### config.mk
export PLATFORM = sky130hd
export DESIGN_NAME = gpio_in_filter
export DESIGN_NICKNAME = d
export VERILOG_FILES = /design/src/rtl/gpio_in_filter_pkg.sv /design/src/rtl/gpio_in_debounce_cell.sv /design/src/rtl/gpio_in_filter.sv
export SDC_FILE = /design/constraint.sdc
export NUM_CORES = 1
export LEC_CHECK = 0
export ABC_AREA = 1
export CORE_UTILIZATION = 54
export CTS_CLUSTER_SIZE = 30
export DETAILED_ROUTE_END_ITERATION = 10
export PLACE_DENSITY_LB_ADDON = 0.15
export SYNTH_ARGS = -nofsm -noshare
export SYNTH_HDL_FRONTEND = slang
export SYNTH_SLANG_ARGS = --single-unit
### constraint.sdc
create_clock -name clk -period 3.4 [get_ports clk]
set_input_delay 0.51 -clock clk [delete_from_list [all_inputs] [get_ports clk]]
set_output_delay 0.51 -clock clk [all_outputs]
set_load 0.05 [all_outputs]
### src/rtl/gpio_in_filter_pkg.sv
// gpio_in_filter_pkg: shared register offsets, CFG field layout and counter width
//   GPIO_IN_* : 4-bit register offsets decoded from addr_i[3:0]
//   CFG_*     : bit positions of THR and EN inside CFG
//   CNT_W     : debounce/edge counter width
package gpio_in_filter_pkg;
    localparam logic [3:0] GPIO_IN_CFG     = 4'h0;
    localparam logic [3:0] GPIO_IN_STATUS  = 4'h4;
    localparam logic [3:0] GPIO_IN_IRQEN   = 4'h8;
    localparam logic [3:0] GPIO_IN_EDGECNT = 4'hC;
    localparam int CFG_THR_LSB = 0;
    localparam int CFG_THR_W   = 16;
    localparam int CFG_EN_BIT  = 16;
    localparam int CNT_W       = 16;
    typedef struct packed {
        logic             en;
        logic [CNT_W-1:0] thr;
    } cfg_t;
    // A threshold of zero behaves like one so a change always takes at least a cycle.
    function automatic logic [CNT_W-1:0] eff_thr(input logic [CNT_W-1:0] t);
        return t == '0 ? CNT_W'(1) : t;
    endfunction
endpackage

### src/rtl/gpio_in_debounce_cell.sv
// gpio_in_debounce_cell: one pin's synchroniser, debounce counter and filtered level flop
//   clk, rst  : clock, synchronous active-high reset
//   en, thr   : debounce enable and threshold from CFG
//   pin_async : raw pad input
//   filt      : registered debounced level
//   filt_nxt  : value filt takes at the next edge (used for edge capture)
module gpio_in_debounce_cell
    import gpio_in_filter_pkg::*;
#(
    parameter int SYNC_STAGES = 2
) (
    input  logic             clk,
    input  logic             rst,
    input  logic             en,
    input  logic [CNT_W-1:0] thr,
    input  logic             pin_async,
    output logic             filt,
    output logic             filt_nxt
);
    logic [SYNC_STAGES-1:0] sync;
    logic [CNT_W-1:0]       cnt, cnt_nxt;
    logic                   s, hit;
    assign s   = sync[SYNC_STAGES-1];
    // cnt+1 >= thr without widening; eff_thr is never zero
    assign hit = cnt >= eff_thr(thr) - 1'b1;
    always_comb begin
        filt_nxt = (!en || (s != filt && hit)) ? s : filt;
        cnt_nxt  = (!en || s == filt || hit) ? '0 : cnt + 1'b1;
    end
    always_ff @(posedge clk) begin
        if (rst) begin
            sync <= '0;
            cnt  <= '0;
            filt <= 1'b0;
        end else begin
            sync <= {sync[SYNC_STAGES-2:0], pin_async};
            cnt  <= cnt_nxt;
            filt <= filt_nxt;
        end
    end
endmodule

### src/rtl/gpio_in_filter.sv
// gpio_in_filter: synchronise, debounce and edge-capture GPIO pad inputs
//   clk, rst    : clock, synchronous active-high reset
//   we_i        : bus write strobe
//   addr_i      : bus address, [3:0] decoded
//   data_i      : bus write data
//   data_o      : combinational read data
//   pin_async_i : raw pad inputs
//   filt_o      : debounced levels to the GPIO block
//   irq_o       : |(status & irq_en)
// Optional: define GPIO_IN_FILTER_EDGE_CNT_EN to add the pin-0 rising edge counter at 0xC.
module gpio_in_filter
    import gpio_in_filter_pkg::*;
#(
    parameter int          NUM_PINS    = 10,
    parameter int          SYNC_STAGES = 2,
    parameter logic [15:0] DB_RST      = 16'd16
) (
    input  logic                clk,
    input  logic                rst,
    input  logic                we_i,
    input  logic [31:0]         addr_i,
    input  logic [31:0]         data_i,
    output logic [31:0]         data_o,
    input  logic [NUM_PINS-1:0] pin_async_i,
    output logic [NUM_PINS-1:0] filt_o,
    output logic                irq_o
);
    cfg_t                cfg;
    logic [NUM_PINS-1:0] filt_nxt, rise_set, fall_set;
    logic [NUM_PINS-1:0] rise, fall, irq_rise, irq_fall;
    logic                wr_cfg, wr_status, wr_irqen;
    logic [31:0]         cfg_rd, status_rd, irqen_rd, ec_rd;
    logic                unused_bus;
    assign unused_bus = ^{addr_i[31:4], data_i};
    for (genvar i = 0; i < NUM_PINS; i++) begin : g_cell
        gpio_in_debounce_cell #(.SYNC_STAGES(SYNC_STAGES)) u_cell (
            .clk       (clk),
            .rst       (rst),
            .en        (cfg.en),
            .thr       (cfg.thr),
            .pin_async (pin_async_i[i]),
            .filt      (filt_o[i]),
            .filt_nxt  (filt_nxt[i])
        );
    end
    assign rise_set  = filt_nxt & ~filt_o;
    assign fall_set  = ~filt_nxt & filt_o;
    assign wr_cfg    = we_i && addr_i[3:0] == GPIO_IN_CFG;
    assign wr_status = we_i && addr_i[3:0] == GPIO_IN_STATUS;
    assign wr_irqen  = we_i && addr_i[3:0] == GPIO_IN_IRQEN;
    always_ff @(posedge clk) begin
        if (rst) begin
            cfg      <= '{en: 1'b1, thr: DB_RST};
            rise     <= '0;
            fall     <= '0;
            irq_rise <= '0;
            irq_fall <= '0;
        end else begin
            if (wr_cfg) begin
                cfg.thr <= data_i[CFG_THR_LSB +: CFG_THR_W];
                cfg.en  <= data_i[CFG_EN_BIT];
            end
            if (wr_irqen) begin
                irq_rise <= data_i[NUM_PINS-1:0];
                irq_fall <= data_i[16 +: NUM_PINS];
            end
            // OR-ing the set term last lets a new edge win over a same-cycle clear
            rise <= (rise & ~(wr_status ? data_i[NUM_PINS-1:0] : '0)) | rise_set;
            fall <= (fall & ~(wr_status ? data_i[16 +: NUM_PINS] : '0)) | fall_set;
        end
    end
`ifdef GPIO_IN_FILTER_EDGE_CNT_EN
    logic [CNT_W-1:0] edge_cnt;
    always_ff @(posedge clk) begin
        if (rst || (we_i && addr_i[3:0] == GPIO_IN_EDGECNT))
            edge_cnt <= '0;
        else if (rise_set[0])
            edge_cnt <= edge_cnt + 1'b1;
    end
    assign ec_rd = {{(32-CNT_W){1'b0}}, edge_cnt};
`else
    assign ec_rd = '0;
`endif
    always_comb begin
        cfg_rd    = '0;
        status_rd = '0;
        irqen_rd  = '0;
        cfg_rd[CFG_THR_LSB +: CFG_THR_W] = cfg.thr;
        cfg_rd[CFG_EN_BIT]               = cfg.en;
        status_rd[NUM_PINS-1:0]          = rise;
        status_rd[16 +: NUM_PINS]        = fall;
        irqen_rd[NUM_PINS-1:0]           = irq_rise;
        irqen_rd[16 +: NUM_PINS]         = irq_fall;
        data_o = rst                               ? '0 :
                 addr_i[3:0] == GPIO_IN_CFG     ? cfg_rd :
                 addr_i[3:0] == GPIO_IN_STATUS  ? status_rd :
                 addr_i[3:0] == GPIO_IN_IRQEN   ? irqen_rd :
                 addr_i[3:0] == GPIO_IN_EDGECNT ? ec_rd : '0;
    end
    assign irq_o = !rst && |{rise & irq_rise, fall & irq_fall};
endmodule

## After elaboration in Yosys (flattened, before gate mapping)

Cells that the tools add are included.

- Add/sub/neg operators: 11
- Multipliers: 0
- Divide/modulo/power cells: 0
- $lt $le $gt $ge: 10
- Eq/ne operators: 22
- Shift-type cells: 0
- Mux-type cells: 17
- Bitwise logic cells: 12
- Reduce and logical (&&, ||, !) cells: 59

Operator list:

| operator | number |
|---|---|
| $add 16x1->16 const B | 10 |
| $ge 16x16->1 | 10 |
| $mux 26 | 4 |
| $and 10x10->10 | 6 |
| $not 10->10 | 4 |
| $logic_or 1x1->1 | 30 |
| $mux 10 | 2 |
| $or 10x10->10 | 2 |
| $reduce_or 2->1 | 10 |
| $reduce_or 20->1 | 1 |
| $logic_not 16->1 | 1 |
| $mux 16 | 1 |
| $sub 16x1->16 const B | 1 |
| $logic_and 1x1->1 | 14 |
| $eq 1x1->1 | 10 |
| $mux 1 | 10 |
| $ne 1x1->1 | 10 |
| $eq 4x3->1 const B | 1 |
| $eq 4x4->1 const B | 1 |
| $logic_not 4->1 | 1 |
| $logic_not 1->1 | 2 |

- Flip-flop bits (word level): 247
- Bits in latches: 0
- Bits in writable memories: 0
- Bits in read-only memories: 0
- Input port bits: 77
- Logic and storage cells: 167
- Memories: 0

## Longest topological paths before layout

Gate-level depths: netlist of run 1.

- Depth in word-level cells: 10
- Depth in mapped cells: 23

## Cells and area by module

Synthesis of run 1 repeated with hierarchy kept, for this count alone.

- Cell total of the unflattened synthesis: 2720
- Area total of the unflattened synthesis: 18651.6 um^2

Modules (own cells, without submodules):

| module | times used | cells an instance | area each (um^2) | seq. area each (um^2) |
|---|---|---|---|---|
| gpio_in_debounce_cell (g_cell[1].u_cell ...) | 8 | 223 | 1552.7 | 380.4 |
| gpio_in_debounce_cell (g_cell[0].u_cell ...) | 2 | 228 | 1597.8 | 380.4 |
| gpio_in_filter | 1 | 480 | 3034.2 | 1141.1 |

## Least setup slack after synthesis of run 1

OpenSTA, ideal clock, no wires.

- Kind: register to register
- From: reg cfg[4] (netlist name)
- To: reg g_cell[9].u_cell.cnt[11]
- Setup time: 0.070 ns
- Data arrival time: 3.212 ns
- Required time: 3.330 ns
- Setup slack: 0.119 ns
- Cell stages (with the launch flop): 23
- Path buffers: 1
- Cell sequence: dfxtp_1 > nor2_1 > nand3_1 > nor2_1 > nand2_1 > nand2_1 > inv_1 > ha_1 > nand2_1 > inv_1 > nand2_1 > xor2_1 > ha_1 > nand2_1 > inv_1 > nand2_1 > nand2_1 > nor2_1 > nand2_1 > nand2_1 > nand4_1 > buf_2 > a21oi_1

- Longest elaborated chain between the ends: 6

Ends and longest elaborated chain:

| element | line | RTL |
|---|---|---|
| $logic_not 16->1 | gpio_in_filter_pkg.sv:20 | `return t == '0 ? CNT_W'(1) : t;` |
| $mux 16 (*) | gpio_in_filter_pkg.sv:20 |  |
| $sub 16x1->16 (*) | gpio_in_debounce_cell.sv:25 | `assign hit = cnt >= eff_thr(thr) - 1'b1;` |
| $ge 16x16->1 (*) | gpio_in_debounce_cell.sv:25 |  |
| $logic_or 1x1->1 (*) | gpio_in_debounce_cell.sv:28 | `cnt_nxt = (!en \|\| s == filt \|\| hit) ? '0 : cnt + 1'b1;` |
| $reduce_or 2->1 (no line) (*) | - |  |
| to (signal assigned) | gpio_in_debounce_cell.sv:37 | `cnt <= cnt_nxt;` |
| to (decl) | gpio_in_debounce_cell.sv:21 | `logic [CNT_W-1:0] cnt, cnt_nxt;` |

Every way passes the cells marked *; elsewhere a longest branch is shown, timed or not.
A chain may end at the register's enable or synchronous reset.

## Worst setup path in the final report of run 1

- From: reg cfg[6] (netlist name)
- To: reg g_cell[3].u_cell.cnt[3]

- Longest elaborated chain between the ends: 6

Ends and longest elaborated chain:

| element | line |
|---|---|
| $logic_not 16->1 | gpio_in_filter_pkg.sv:20 |
| $mux 16 (*) | gpio_in_filter_pkg.sv:20 |
| $sub 16x1->16 (*) | gpio_in_debounce_cell.sv:25 |
| $ge 16x16->1 (*) | gpio_in_debounce_cell.sv:25 |
| $logic_or 1x1->1 (*) | gpio_in_debounce_cell.sv:28 |
| $reduce_or 2->1 (no line) (*) | - |
| to (signal assigned) | gpio_in_debounce_cell.sv:37 |
| to (decl) | gpio_in_debounce_cell.sv:21 |

Marks and branches as above.

==> flow_results.xml, run 1 <==
<?xml version="1.0" encoding="UTF-8"?>
<metrics>
  <group name="critical_path">
    <metric name="cp-start-kind" unit="">flip-flop</metric>
    <metric name="critical_path_peak_fanout" unit="">8</metric>
    <metric name="path_class" unit="">reg -&gt; reg</metric>
    <metric name="number_of_cells_on_the_worst_reg_to_reg_path" unit="">23</metric>
    <metric name="worst-endpoint-required" unit="ps">3890</metric>
    <metric name="worst_r2r_endpoint" unit="">g_cell[3].u_cell.cnt[3]</metric>
    <metric name="launch_instance_of_the_worst_register_to_register_path" unit="">cfg[6]</metric>
    <metric name="rrSetupSlack" unit="ps">100</metric>
    <metric name="crit_arrival" unit="ps">3790</metric>
    <metric name="endpoint_kind" unit="">flip-flop</metric>
  </group>
  <group name="outcome">
    <metric name="outcome" unit="">finished, final reports clean</metric>
  </group>
  <group name="timing">
    <metric name="final_period_minus_worst_setup_slack" unit="ps">3300</metric>
    <metric name="holdWs" unit="ps">285</metric>
    <metric name="worst-slew-pin-transition" unit="ps">692</metric>
    <metric name="slew_headroom" unit="%">53.7</metric>
    <metric name="finalCritPeriodShare" unit="%">97.1</metric>
    <metric name="fin_skew" unit="ps">14.3</metric>
    <metric name="final_hold_viol_count" unit="">0</metric>
    <metric name="final_setup_vio_count" unit="">0</metric>
    <metric name="maxSlewViolCount" unit="">0</metric>
    <metric name="fmaxAchievable" unit="GHz">0.303</metric>
  </group>
  <group name="final_layout">
    <metric name="fillCellCount" unit="">2347</metric>
    <metric name="syn2layout_area_growth" unit="%">18.6</metric>
    <metric name="antenna-diode-count" unit="">0</metric>
    <metric name="final_layout_size_suffix_gt1_share" unit="%">10.2</metric>
    <metric name="multiInputGateArea" unit="µm²">8720</metric>
    <metric name="post_layout_util" unit="%">65.4</metric>
    <metric name="finish.net_count" unit="">2352</metric>
    <metric name="layout_commonest_cell" unit="">sky130_fd_sc_hd__nand2_1</metric>
    <metric name="layout_common_cells" unit="">sky130_fd_sc_hd__nand2_1, sky130_fd_sc_hd__nor2_1, sky130_fd_sc_hd__inv_1</metric>
    <metric name="layout.area.seq" unit="µm²">4950</metric>
  </group>
  <group name="power_and_ir_drop">
    <metric name="intPower" unit="W">0.00531</metric>
    <metric name="power.switching_fraction" unit="%">23.4</metric>
    <metric name="worst_ir_drop_vdd" unit="mV">0.397</metric>
    <metric name="p_comb_share" unit="%">8.3</metric>
    <metric name="power_frac_clock" unit="%">49.1</metric>
    <metric name="totalPowerFinal" unit="W">0.00692</metric>
    <metric name="total_power_density_per_cell_area" unit="nW/µm²">392</metric>
    <metric name="power.switching" unit="W">0.00162</metric>
    <metric name="power.leakage" unit="nW">7.52</metric>
    <metric name="p_seq_share" unit="%">42.5</metric>
  </group>
  <group name="floorplan">
    <metric name="die_h" unit="µm">168</metric>
    <metric name="core_area" unit="µm²">27000</metric>
    <metric name="floorplan.initialDensity" unit="%">55.1</metric>
    <metric name="die_area" unit="µm²">28300</metric>
    <metric name="placement_rows" unit="">60</metric>
    <metric name="die_w" unit="µm">168</metric>
    <metric name="number_of_placed_i_o_pins" unit="">120</metric>
  </group>
  <group name="clocking">
    <metric name="clk_root_buffer_cell" unit="">sky130_fd_sc_hd__clkbuf_16</metric>
    <metric name="cts-htree-levels" unit="">1</metric>
    <metric name="cts_buffer_depth" unit="">3</metric>
    <metric name="clk_latency" unit="ps">550</metric>
    <metric name="cts_inserted_buffers" unit="">28</metric>
    <metric name="tritoncts" unit="">yes</metric>
    <metric name="path_clk_slew" unit="ps">60</metric>
    <metric name="cts_sinks" unit="">247</metric>
  </group>
  <group name="routing">
    <metric name="routed-via-count" unit="">13000</metric>
    <metric name="drt_first_pass_iters" unit="">4</metric>
    <metric name="initial_drt_markers" unit="">747</metric>
    <metric name="drc" unit="">0</metric>
    <metric name="detail_route.wl_per_cell" unit="µm">15.2</metric>
    <metric name="detail_route.vias_per_cell" unit="">5.29</metric>
    <metric name="postRouteAntennaNets" unit="">0</metric>
    <metric name="detail_route.wirelength" unit="µm">37600</metric>
  </group>
  <group name="logic_synthesis">
    <metric name="ys_types" unit="">43</metric>
    <metric name="post_synth_design_cell_area" unit="µm²">14900</metric>
    <metric name="synth-main-ff-cell" unit="">sky130_fd_sc_hd__dfxtp_1</metric>
    <metric name="yosysTopAreaCellShare" unit="%">33.2</metric>
    <metric name="ys_seq_elements" unit="">247</metric>
    <metric name="post_synth.cell_area_avg" unit="µm²">7.47</metric>
    <metric name="synth_warnings" unit="">0</metric>
    <metric name="netlist.top_cell.by_area" unit="">sky130_fd_sc_hd__dfxtp_1</metric>
    <metric name="number_of_enable_type_register_cells_in_the_synthesized_netlist" unit="">0</metric>
    <metric name="most_area_consuming_cells_after_synthesis" unit="">sky130_fd_sc_hd__dfxtp_1, sky130_fd_sc_hd__ha_1, sky130_fd_sc_hd__nand2_1</metric>
    <metric name="ys_seq_area_share" unit="%">33.2</metric>
    <metric name="postSynthCellCount" unit="">1995</metric>
    <metric name="async_set_reset_flop_share_out_of_synthesis" unit="%">0</metric>
  </group>
  <group name="worst_hold_path">
    <metric name="min_path_cells" unit="">2</metric>
    <metric name="timing.hold.worst.class" unit="">in -&gt; reg</metric>
    <metric name="timing.hold.worst_endpoint" unit="">irq_rise[7]</metric>
    <metric name="min_from" unit="">rst</metric>
  </group>
  <group name="placed_design">
    <metric name="place.port_buffers" unit="">79</metric>
    <metric name="dp_hpwl" unit="µm">26500</metric>
    <metric name="place.gp.congestion" unit="">0.928</metric>
  </group>
  <group name="flow_run">
    <metric name="drv_cap" unit="">0</metric>
  </group>
  <group name="global_route">
    <metric name="grt_overflow" unit="">0</metric>
    <metric name="number_of_antenna_violations_at_the_first_check_in_global_routing" unit="">0</metric>
    <metric name="vias_in_the_first_global_route" unit="">12400</metric>
    <metric name="maximum_number_of_pins_on_one_net_before_global_route_repair" unit="">50</metric>
    <metric name="grt_pass1_wl" unit="µm">60300</metric>
    <metric name="grt_use_total" unit="%">26.5</metric>
  </group>
</metrics>
cell families (layout without fill, tap and decap cells):
group	count (synthesis)	after routing	synth area share [%]
AO/OA/AOI/OAI	231	232	9.74
XOR/XNOR	135	135	7.94
adder cells (fa/ha/maj)	171	171	14.4
buffers and inverters	320	443	9.00
flip-flops	247	247	33.2
other	1	6	0.0252
AND/OR/NAND/NOR	890	890	25.7
metal layers:
layer  track usage (%)  wire [µm]
met1              34.6      17200
met5                 0          0
met3              4.07       1990
met2              45.0      17300
met4              7.87       1040
worst max-delay path, stage by stage (launching register included):
cell and delay (ps):
sky130_fd_sc_hd__dfxtp_1 340, sky130_fd_sc_hd__nor2_2 150, sky130_fd_sc_hd__nand2_2 100, sky130_fd_sc_hd__nor2_2 150, sky130_fd_sc_hd__nand2_1 130, sky130_fd_sc_hd__nand2_2 110, sky130_fd_sc_hd__inv_1 60, sky130_fd_sc_hd__ha_2 190
sky130_fd_sc_hd__nand2_2 90, sky130_fd_sc_hd__inv_2 60, sky130_fd_sc_hd__nand2_2 100, sky130_fd_sc_hd__nor2_4 40, sky130_fd_sc_hd__xor2_2 230, sky130_fd_sc_hd__buf_6 160, sky130_fd_sc_hd__buf_6 140, sky130_fd_sc_hd__ha_1 230
sky130_fd_sc_hd__nand2_1 60, sky130_fd_sc_hd__inv_1 50, sky130_fd_sc_hd__o21ai_0 60, sky130_fd_sc_hd__a21oi_1 110, sky130_fd_sc_hd__nor2_2 200, sky130_fd_sc_hd__o2111ai_4 170, sky130_fd_sc_hd__clkbuf_16 210, sky130_fd_sc_hd__nor2_1 70
how the worst max path moves through the flow:
stage | from | to | slack, ps | depth (start not counted)
final | cfg[6] | g_cell[3].u_cell.cnt[3] | 100 | 23
after floorplan | cfg[4] | g_cell[9].u_cell.cnt[11] | 120 | 22
after global routing | cfg[6] | g_cell[3].u_cell.cnt[1] | -130 | 23
after CTS | cfg[6] | g_cell[5].u_cell.cnt[3] | 50 | 20
after global placement | cfg[6] | fall[2] | 140 | 21
after detailed placement | cfg[6] | g_cell[5].u_cell.cnt[9] | 60 | 20
cells in the mapped netlist, types with 9 or more instances:
master	n
sky130_fd_sc_hd__nand2_1	375
sky130_fd_sc_hd__buf_2	13
sky130_fd_sc_hd__buf_4	16
sky130_fd_sc_hd__nor2_2	37
sky130_fd_sc_hd__xnor2_1	35
sky130_fd_sc_hd__o21ai_0	50
sky130_fd_sc_hd__a21oi_1	132
sky130_fd_sc_hd__nor3_1	32
sky130_fd_sc_hd__nand4_1	36
sky130_fd_sc_hd__xor2_1	100
sky130_fd_sc_hd__ha_1	171
sky130_fd_sc_hd__clkbuf_1	9
sky130_fd_sc_hd__nand3_1	108
sky130_fd_sc_hd__dfxtp_1	247
sky130_fd_sc_hd__nor2_1	274
sky130_fd_sc_hd__inv_1	264
final cells by class:
class | count | area share [%]
multi-input combinational | 1434 | 49.3
clock buffer | 38 | 4.52
tap | 341 | 2.41
clock inverter | 12 | 1.39
sequential | 247 | 28.0
inverter | 268 | 5.71
timing repair buffer | 125 | 8.59
metrics by stage:
| stage | worst slack (ps) | instance area (µm²) | instances | setup TNS (ps) |
|---|---|---|---|---|
| 2_1_floorplan | 119 | 14900 | 2000 | 0 |
| 3_3_place_gp | 140 | 16500 | 2409 | 0 |
| 3_5_place_dp | 62.7 | 16500 | 2409 | 0 |
| 4_1_cts | 51.4 | 17500 | 2459 | 0 |
| 5_1_grt | -128 | 17700 | 2465 | -5510 |
| 6_report | 98.9 | 17700 | 2465 | 0 |
flip-flops by register name, summed over array words and instances (netlist names):
signal              flops
fall                   10
g_cell.u_cell.filt     10
rise                   10
g_cell.u_cell.sync     20
irq_fall               10
g_cell.u_cell.cnt     160
irq_rise               10
cfg                    17
power groups by stage:
stage,logic [W],registers [W],clock network [W]
global placement,0.000540,0.00301,0
floorplan,0.000341,0.00300,0
CTS,0.000560,0.00294,0.00344
finish,0.000578,0.00294,0.00340
detailed placement,0.000556,0.00301,0
global route,0.000635,0.00295,0.00357
repair_timing:
| action | in CTS | in global routing |
|---|---|---|
| hold buffers | 0 | 0 |
| buffers inserted | 0 | 3 |
| endpoints found under the setup margin | 0 | 189 |
| resized for setup | 0 | 32 |
No activity file was read; power rests on OpenSTA's default activity.
==> run 2, diff against run 1 <==
CORE_UTILIZATION = 55   (was 54)
GPL_TIMING_DRIVEN = 1   (was not set)
SYNTH_HIERARCHICAL = 1   (was not set)
==> run 2 against run 1 <==
- the run now ends with setup timing left
- total power is 8.5% higher
- final cell count is 49% higher
- non-clock buffer count rose by 371
- worst hold slack better by 66 ps
- utilization rose by 14 points
- combinational power is 110% higher
- global-route usage up 5.4 points
- area after synthesis is 25% higher
- critical path type unchanged
==> flow_results.xml, run 2 <==
<?xml version="1.0" encoding="UTF-8"?>
<metrics>
  <group name="timing">
    <metric name="fmaxAchievable" unit="GHz">0.277</metric>
    <metric name="maxSlewViolCount" unit="">0</metric>
    <metric name="final_hold_viol_count" unit="">0</metric>
    <metric name="final_setup_vio_count" unit="">51</metric>
    <metric name="rsz0062_at_grt" unit="">yes</metric>
    <metric name="worst-slew-pin-transition" unit="ps">800</metric>
    <metric name="finalCritPeriodShare" unit="%">106</metric>
    <metric name="final_period_minus_worst_setup_slack" unit="ps">3610</metric>
    <metric name="timing.final.ws_setup" unit="ps">-212</metric>
    <metric name="setup_total_negative_slack" unit="ps">-2900</metric>
    <metric name="slew_headroom" unit="%">46.6</metric>
    <metric name="fin_skew" unit="ps">13.8</metric>
  </group>
  <group name="power_and_ir_drop">
    <metric name="power.leakage" unit="nW">11.9</metric>
    <metric name="power.switching_fraction" unit="%">27.5</metric>
    <metric name="p_seq_share" unit="%">39.5</metric>
    <metric name="totalPowerFinal" unit="W">0.00751</metric>
    <metric name="p_comb_share" unit="%">16.4</metric>
    <metric name="worst_ir_drop_vdd" unit="mV">0.382</metric>
    <metric name="total_power_density_per_cell_area" unit="nW/µm²">283</metric>
    <metric name="power.switching" unit="W">0.00206</metric>
    <metric name="power_frac_clock" unit="%">44.1</metric>
    <metric name="intPower" unit="W">0.00545</metric>
  </group>
  <group name="routing">
    <metric name="detail_route.vias_per_cell" unit="">5.40</metric>
    <metric name="drt_first_pass_iters" unit="">7</metric>
    <metric name="detail_route.wl_per_cell" unit="µm">16.8</metric>
    <metric name="postRouteAntennaNets" unit="">0</metric>
    <metric name="routed-via-count" unit="">19900</metric>
    <metric name="drc" unit="">0</metric>
    <metric name="detail_route.wirelength" unit="µm">61800</metric>
    <metric name="initial_drt_markers" unit="">1708</metric>
  </group>
  <group name="logic_synthesis">
    <metric name="number_of_enable_type_register_cells_in_the_synthesized_netlist" unit="">0</metric>
    <metric name="ys_seq_elements" unit="">247</metric>
    <metric name="async_set_reset_flop_share_out_of_synthesis" unit="%">0</metric>
    <metric name="post-synth-top-count-cell" unit="">sky130_fd_sc_hd__nand2_1</metric>
    <metric name="post_synth.cell_area_avg" unit="µm²">6.86</metric>
    <metric name="most_area_consuming_cells_after_synthesis" unit="">sky130_fd_sc_hd__dfxtp_1, sky130_fd_sc_hd__ha_1, sky130_fd_sc_hd__nand2_1</metric>
    <metric name="postSynthCellCount" unit="">2720</metric>
    <metric name="post_synth_design_cell_area" unit="µm²">18700</metric>
    <metric name="netlist.top_cell.by_area" unit="">sky130_fd_sc_hd__dfxtp_1</metric>
    <metric name="synth_warnings" unit="">6</metric>
    <metric name="ys_seq_area_share" unit="%">26.5</metric>
    <metric name="synth-main-ff-cell" unit="">sky130_fd_sc_hd__dfxtp_1</metric>
    <metric name="commonest_cells_in_the_netlist" unit="">sky130_fd_sc_hd__nand2_1, sky130_fd_sc_hd__nor2_1, sky130_fd_sc_hd__inv_1</metric>
    <metric name="yosysTopAreaCellShare" unit="%">26.5</metric>
    <metric name="ys_types" unit="">34</metric>
  </group>
  <group name="critical_path">
    <metric name="number_of_cells_on_the_worst_reg_to_reg_path" unit="">28</metric>
    <metric name="cp-start-kind" unit="">flip-flop</metric>
    <metric name="worst-endpoint-required" unit="ps">3910</metric>
    <metric name="timing.critical_path.slowest_cell_delay" unit="ps">360</metric>
    <metric name="worst_r2r_endpoint" unit="">rise[7]</metric>
    <metric name="crit_path_end" unit="">rise[7]</metric>
    <metric name="rrSetupSlack" unit="ps">-210</metric>
    <metric name="critical_path.n_buffers_inverters" unit="">8</metric>
    <metric name="cp_num_cells" unit="">28</metric>
    <metric name="path_class" unit="">reg -&gt; reg</metric>
    <metric name="critical-path-top-delay-family" unit="">simple AND/OR/NAND/NOR gates</metric>
    <metric name="launch_instance_of_the_worst_register_to_register_path" unit="">cfg[0]</metric>
    <metric name="crit_arrival" unit="ps">4120</metric>
    <metric name="endpoint_kind" unit="">flip-flop</metric>
    <metric name="critical-path-slowest-cell" unit="">sky130_fd_sc_hd__dfxtp_4</metric>
    <metric name="critical_path_peak_fanout" unit="">7</metric>
    <metric name="critPathLaunch" unit="">cfg[0]</metric>
  </group>
  <group name="global_route">
    <metric name="maximum_number_of_pins_on_one_net_before_global_route_repair" unit="">79</metric>
    <metric name="grt_overflow" unit="">0</metric>
    <metric name="grt_use_total" unit="%">31.8</metric>
    <metric name="vias_in_the_first_global_route" unit="">18500</metric>
    <metric name="number_of_antenna_violations_at_the_first_check_in_global_routing" unit="">1</metric>
    <metric name="grt_pass1_wl" unit="µm">88100</metric>
  </group>
  <group name="final_layout">
    <metric name="post_layout_util" unit="%">79.3</metric>
    <metric name="top_regs" unit="">g_cell.u_cell/cnt: 160 flops, g_cell.u_cell/sync: 20 flops, cfg: 17 flops</metric>
    <metric name="postLayoutCellArea" unit="µm²">26500</metric>
    <metric name="final_layout_size_suffix_gt1_share" unit="%">33.0</metric>
    <metric name="largest_register_ffs" unit="">160</metric>
    <metric name="registers.top_by_ff_count" unit="">g_cell.u_cell/cnt</metric>
    <metric name="finish.net_count" unit="">3464</metric>
    <metric name="fillCellCount" unit="">2129</metric>
    <metric name="antenna-diode-count" unit="">0</metric>
    <metric name="layout_commonest_cell" unit="">sky130_fd_sc_hd__nand2_1</metric>
    <metric name="layout_common_cells" unit="">sky130_fd_sc_hd__nand2_1, sky130_fd_sc_hd__buf_4, sky130_fd_sc_hd__inv_1</metric>
    <metric name="syn2layout_area_growth" unit="%">42.3</metric>
  </group>
  <group name="outcome">
    <metric name="outcome" unit="">complete, but fails checks</metric>
    <metric name="violations_in_the_final_reports" unit="">setup timing</metric>
  </group>
  <group name="flow_run">
    <metric name="drv_cap" unit="">0</metric>
  </group>
  <group name="clocking">
    <metric name="cts-htree-levels" unit="">1</metric>
    <metric name="holdBufCountCts" unit="">0</metric>
    <metric name="clk_root_buffer_cell" unit="">sky130_fd_sc_hd__clkbuf_16</metric>
    <metric name="path_clk_slew" unit="ps">60</metric>
    <metric name="cts_inserted_buffers" unit="">29</metric>
    <metric name="cts_sinks" unit="">247</metric>
    <metric name="cts_buffer_depth" unit="">3</metric>
    <metric name="clk_latency" unit="ps">580</metric>
    <metric name="tritoncts" unit="">yes</metric>
  </group>
  <group name="placed_design">
    <metric name="place.gp.congestion" unit="">0.906</metric>
    <metric name="place.port_buffers" unit="">79</metric>
    <metric name="dpl-instance-area" unit="µm²">22300</metric>
    <metric name="dp_hpwl" unit="µm">36800</metric>
    <metric name="dp_slack" unit="ps">-233</metric>
  </group>
  <group name="floorplan">
    <metric name="placement_rows" unit="">67</metric>
    <metric name="die_w" unit="µm">186</metric>
    <metric name="die_h" unit="µm">186</metric>
    <metric name="floorplan.initialDensity" unit="%">55.8</metric>
    <metric name="core_area" unit="µm²">33400</metric>
    <metric name="number_of_placed_i_o_pins" unit="">120</metric>
    <metric name="die_area" unit="µm²">34700</metric>
  </group>
  <group name="worst_hold_path">
    <metric name="timing.hold.worst.class" unit="">in -&gt; reg</metric>
  </group>
</metrics>
-- run 2: kinds of logic (layout without fill, tap and decap cells) --
group                    count (synthesis)  count (layout)  synth area share [%]
AND/OR/NAND/NOR                       1374            1374                  34.3
AO/OA/AOI/OAI                          166             166                  4.66
other                                    1               6                0.0201
buffers and inverters                  496            1000                  10.4
XOR/XNOR                               256             256                  12.0
flip-flops                             247             247                  26.5
adder cells (fa/ha/maj)                180             180                  12.1
-- run 2: power by group through the flow --
| stage | sequential, W | combinational [W] | clock, W |
|---|---|---|---|
| 2_1_floorplan | 0.00305 | 0.000514 | 0 |
| 3_3_place_gp | 0.00304 | 0.000887 | 0 |
| 3_5_place_dp | 0.00304 | 0.000916 | 0 |
| 4_1_cts | 0.00296 | 0.00105 | 0.00335 |
| 5_1_grt | 0.00297 | 0.00133 | 0.00346 |
| 6_report | 0.00297 | 0.00123 | 0.00331 |
-- run 2: worst register-to-register path: cells and delay by family (launching register included) --
| family | cells | cell delay [ps] |
|---|---|---|
| xor gates and xnor gates | 1 | 200 |
| buffers and inverters | 8 | 590 |
| DFF | 1 | 360 |
| adders and majority gates | 2 | 350 |
| AOI/OAI and AO/OA | 2 | 240 |
| and+or+nand+nor | 15 | 1830 |
-- run 2: area by class of cell --
type	count	area [µm²]	area share, %
multi-input cells	1982	13300	50.0
repair buffers	496	5010	18.9
flip-flops and latches	247	5000	18.8
inverters	451	1700	6.41
clock buffers	38	810	3.05
well taps	448	561	2.11
clock inverters	15	194	0.731
-- run 2: stage by stage --
stage          cells  hold slack, ps
2_1_floorplan   2725             388
3_3_place_gp    3469             389
3_5_place_dp    3469             396
4_1_cts         3633             307
5_1_grt         3677             351
6_report        3677             351
-- run 2: worst min path at each step --
| stage | start | to | slack (ps) | depth (start not counted) |
|---|---|---|---|---|
| floorplan | g_cell[0].u_cell/sync[0] | g_cell[0].u_cell/sync[1] | 390 | 2 |
| global placement | g_cell[1].u_cell/sync[0] | g_cell[1].u_cell/sync[1] | 390 | 2 |
| detailed placement | g_cell[1].u_cell/sync[0] | g_cell[1].u_cell/sync[1] | 400 | 2 |
| CTS | rst | g_cell[4].u_cell/sync[0] | 310 | 2 |
| global route | rst | g_cell[4].u_cell/sync[0] | 350 | 2 |
| finish | rst | g_cell[4].u_cell/sync[0] | 350 | 2 |
-- run 2: layer usage --
| layer | vias up | share of wire, % | global-route usage (%) |
|---|---|---|---|
| li1 | 9479 | - | - |
| met4 | 0 | 6.1 | 13.7 |
| met1 | 9216 | 37 | 36.9 |
| met2 | 856 | 49 | 57.9 |
| met5 | - | 0 | 0.714 |
| met3 | 303 | 8.0 | 4.65 |
-- run 2: repair_timing --
action	4_1_cts	5_1_grt
setup endpoints to repair	33	186
resized for setup	115	334
pin swaps	97	134
buffers inserted	105	44
cloned	6	8
